`src/rtl/io_output_ctrl.sv`:
```
// Memory-mapped output-port controller: three latched ports with valid/ack handshake.
// Define IO_OUTPUT_READBACK_EN to let software read back the port registers.
module io_output_ctrl #(
    parameter logic [31:0] RESET_VALUE = 32'h0,
    parameter logic [5:0]  ADDR_BASE   = 6'b110000
) (
    input  logic        io_clk,
    input  logic        reset,
    input  logic [31:0] addr,
    input  logic        io_we,
    input  logic [31:0] wdata,
    output logic [31:0] io_read_data,
    output logic [31:0] out_port0,
    output logic [31:0] out_port1,
    output logic [31:0] out_port2,
    output logic [2:0]  out_valid,
    input  logic [2:0]  out_ack
);

    logic [5:0]  word;
    logic [2:0]  port_hit;
    logic        stat_hit;
    logic [2:0]  port_wr;
    logic        stat_wr;
    logic [2:0]  ovr_clr;
    logic [2:0]  ovr_set;
    logic [2:0]  valid_d;
    logic [2:0]  ovr_d;

    logic [31:0] port_q [3];
    logic [2:0]  valid_q;
    logic [2:0]  ovr_q;

    assign word = addr[7:2];

    always_comb begin
        port_hit = '0;
        for (int i = 0; i < 3; i++) begin
            port_hit[i] = (word == ADDR_BASE + 6'(i));
        end
    end

    assign stat_hit = (word == ADDR_BASE + 6'd3);
    assign port_wr  = port_hit & {3{io_we}};
    assign stat_wr  = stat_hit & io_we;
    assign ovr_clr  = wdata[5:3] & {3{stat_wr}};

    // An ack in the same cycle consumes the old data, so only an unacked
    // overwrite of pending data counts as an overrun.
    assign ovr_set  = port_wr & valid_q & ~out_ack;
    assign valid_d  = port_wr | (valid_q & ~out_ack);
    assign ovr_d    = ovr_set | (ovr_q & ~ovr_clr);

    always_ff @(posedge io_clk or posedge reset) begin
        if (reset) begin
            for (int i = 0; i < 3; i++) begin
                port_q[i] <= RESET_VALUE;
            end
            valid_q <= '0;
            ovr_q   <= '0;
        end else begin
            for (int i = 0; i < 3; i++) begin
                if (port_wr[i]) begin
                    port_q[i] <= wdata;
                end
            end
            valid_q <= valid_d;
            ovr_q   <= ovr_d;
        end
    end

    assign out_port0 = port_q[0];
    assign out_port1 = port_q[1];
    assign out_port2 = port_q[2];
    assign out_valid = valid_q;

    always_comb begin
        io_read_data = '0;
        if (stat_hit) begin
            io_read_data = {26'd0, ovr_q, valid_q};
        end
`ifdef IO_OUTPUT_READBACK_EN
        for (int i = 0; i < 3; i++) begin
            if (port_hit[i]) begin
                io_read_data = port_q[i];
            end
        end
`endif
    end

endmodule

```
`config.mk`:
```
export PLATFORM = sky130hd
export DESIGN_NAME = io_output_ctrl
export DESIGN_NICKNAME = d
export VERILOG_FILES = /design/src/rtl/io_output_ctrl.sv
export SDC_FILE = /design/constraint.sdc
export NUM_CORES = 1
export LEC_CHECK = 0
export ABC_AREA = 1
export BUFFER_PORTS_ARGS = -buffer_cell sky130_fd_sc_hd__buf_2
export CORE_MARGIN = 3
export CORE_UTILIZATION = 51
export DETAILED_ROUTE_END_ITERATION = 8
export GPL_TIMING_DRIVEN = 0
export PLACE_DENSITY = 0.95
export SYNTH_ARGS = -nofsm -noshare
export SYNTH_HDL_FRONTEND = slang
export SYNTH_SLANG_ARGS = --single-unit
```
`constraint.sdc`:
```
create_clock -name io_clk -period 9.9 [get_ports io_clk]
set_clock_uncertainty 0.05 [all_clocks]
set_input_delay 1.98 -clock io_clk [delete_from_list [all_inputs] [get_ports io_clk]]
set_output_delay 1.98 -clock io_clk [all_outputs]
set_load 0.02 [all_outputs]
```
==> summary.txt <==
Run status
  • Status: finished clean

Clock tree
  • Post-cts resize count: 0
  • CTS tree: done
  • Post-CTS Setup Inserts: 0
  • Clk_lat worst skew: between 0.3 and 0.4 ns
  • H-tree depth: 3
  • Root buffer cell: clkbuf_8
  • CTS buffer count: 9
  • Reg clk slew, reported paths: roughly 0.090 ns
  • CTS sink cnt: between 100 and 150
  • Hold buffers post-CTS: 0
  • Max clock buf depth: 2

Floorplan
  • DIE AREA: ~10000 µm²
  • Core Rows: 33
  • Core area: 8299 µm²
  • Die X: about 99 µm
  • Initial Util: between 50 and 60%
  • I/O pin count: approximately 200
  • Die H: between 90 and 100 µm

STA
  • Fin crit share: 49.57%
  • Slew HR: between 50 and 60%
  • Final hold vios: 0
  • Max frequency: 203.8 MHz
  • Slew Viols, Final: 0
  • RSZ-0062 raised after global routing: false
  • Worst Tran Pin Value: approximately 0.67 ns
  • Setup TNS: 0 ns
  • Period minus WS final: 4.908 ns
  • Final number of setup-violating endpoints: 0

Routing
  • Antenna-violating nets left: 0
  • Vias/cell: 4.902
  • WL/cell: 15.22 µm
  • WL final: between 10000 and 15000 µm
  • Router iterations before antenna repair: 4
  • First DRT Iteration DRCs: between 150 and 200
  • DRC: 0
  • DR vias: 3505

Global route
  • Number of global-route vias before repair: 3517
  • Largest net degree at the start of global routing: 53
  • First-pass GRT wire length: 17390 µm
  • Grt total ovfl: 0
  • Initial antenna violation count: 0
  • GRT Util Overall: roughly 22%

Worst setup path
  • Crit path max fanout: 10
  • Setup crit start kind: input port
  • Data arrival, critical path: 2.88 ns
  • Worst R2R Start: out_valid[0]
  • Depth of the most critical reg-to-reg path: 4
  • WS Path Type: input port to output port
  • Crit path required time: 7.87 ns
  • R2r setup slk: 9.04 ns
  • R2R Path End: ovr_q[0]
  • Crit. End Element: output port

Synthesis
  • Leading post-synthesis cells by cell area: dfrtp_1, o21ai_2, nand2_1
  • Yosys reg bits: between 100 and 150
  • Synth cell types: 20
  • Yosys top cell area share: between 50% and 60%
  • Post-Syn Instances: 420
  • Mapped Area: between 4000 and 5000 µm²
  • Mean post-synth cell area: 10.50 µm²
  • Share of the yosys chip area belonging to registers: about 58%
  • Synth warn: 0
  • Yosys top cell by area: dfrtp_1

Pwr
  • Leakage power: 3.206 nW
  • Pwr per Cell Area: 177.3 nW/µm²
  • Worst VDD drop: 129.8 µV
  • Total power: 0.9944 mW

Cells and area
  • Ant diodes: 0
  • Nets: between 600 and 700
  • Layout area overhead: 27.11%
  • Fillcell total: ~670
  • Share of cells above drive strength 1: a little under half

Job
  • # Max-Cap Violations: 0

Placed design
  • # port buffers: 148
  • Placer Congestion: about 0.80
  • DPL Wire Length: 8084 µm

Min path
  • Hold Path Stages: 2
  • HP Start: out_port1[0]
  • Hold endpoint: out_port1[0]
  • Hold Path Class: flop to flop
[metrics by stage]
stage / hold slack [ns] / area [µm²] / setup WS, ns / utilization [%] / std cells
global route: 0.4519 / 5608 / 4.880 / 67.57 / 715
CTS: 0.4394 / 5608 / 4.982 / 67.57 / 715
detailed placement: 0.4142 / 5408 / 4.991 / 65.16 / 699
global placement: 0.4083 / 5378 / 4.260 / 64.80 / 698
floorplan: 0.3918 / 4506 / 5.149 / - / 445
finish: 0.4377 / 5608 / 4.992 / 67.57 / 715
[cells by family after synthesis]
logic type	after synthesis	synth area share [%]
and+or+nand+nor	126	12.08
other	1	0.08500
AOI/OAI and AO/OA	99	16.85
DFF	102	57.86
buffers and inverters	92	13.13
[per-layer routing]
layer | global-route usage (%) | share of wire, % | up-vias | wire length [µm]
met5 | 0 | 0 | - | 0
met3 | 4.459 | 7.2 | 6 | 785
li1 | - | - | 1648 | -
met1 | 28.10 | 40 | 1702 | 4318
met2 | 39.57 | 53 | 149 | 5738
met4 | 5.147 | 0.36 | 0 | 39
[cell type report]
cell class | count | area (µm²) | area share [%]
plain buffers | 47 | 410.4 | 7.318
clock buffers | 11 | 141.4 | 2.521
clock inverters | 5 | 58.81 | 1.049
inverters | 45 | 171.4 | 3.057
multi-input cells | 251 | 1374 | 24.50
flip-flops and latches | 102 | 2552 | 45.52
well taps | 105 | 131.4 | 2.343
repair buffers | 149 | 768.2 | 13.70
[placed cells by master (no fill, tap or decap), types with 2 or more instances in the layout]
cell type,Yosys,final
nand2_1,103,103
nand3_2,3,3
o21ai_2,66,66
conb_1,1,26
inv_1,42,41
buf_4,26,26
inv_2,3,3
buf_2,1,149
clkbuf_1,2,3
clkinvlp_4,0,2
o21ai_0,8,8
dfrtp_1,102,102
nand4_1,6,6
buf_6,18,18
nor2_1,8,8
o21ai_1,25,25
nand2_2,2,2
clkbuf_8,0,10
[sequential cells by signal (all words and copies together), names as in the netlist]
register / cells
ovr_q: 3
out_port2: 32
out_valid: 3
out_port0: 32
out_port1: 32
[critical path, stage by stage]
cell     delay [ns]
buf_2          0.10
inv_2          0.04
nand2_2        0.08
nor2_8         0.16
nand3_1        0.20
nor2_1         0.14
buf_2          0.17
[synth_stat cells]
cell,instances
buf_2,1
buf_4,26
buf_6,18
clkbuf_1,2
conb_1,1
dfrtp_1,102
inv_1,42
inv_2,3
nand2_1,103
nand2_2,2
nand3_1,1
nand3_2,3
nand4_1,6
nor2_1,8
nor2_2,1
nor2_8,1
nor3_1,1
o21ai_0,8
o21ai_1,25
o21ai_2,66
[worst max path at each step]
stage	start	to	cells after the start
2_1_floorplan	addr[4]	io_read_data[0]	5
3_3_place_gp	reset	out_port1[31]	2
3_5_place_dp	addr[4]	io_read_data[3]	7
4_1_cts	addr[4]	io_read_data[3]	7
5_1_grt	addr[5]	io_read_data[3]	7
6_report	addr[4]	io_read_data[2]	7
[where the power goes]
group	leakage, nW	switching [mW]	internal, mW
combinational	1.75	0.152	0.0819
sequential	1.37	0.0291	0.467
clock	0.0955	0.140	0.124
total	3.21	0.321	0.673
No activity file was read; power rests on OpenSTA's default activity.
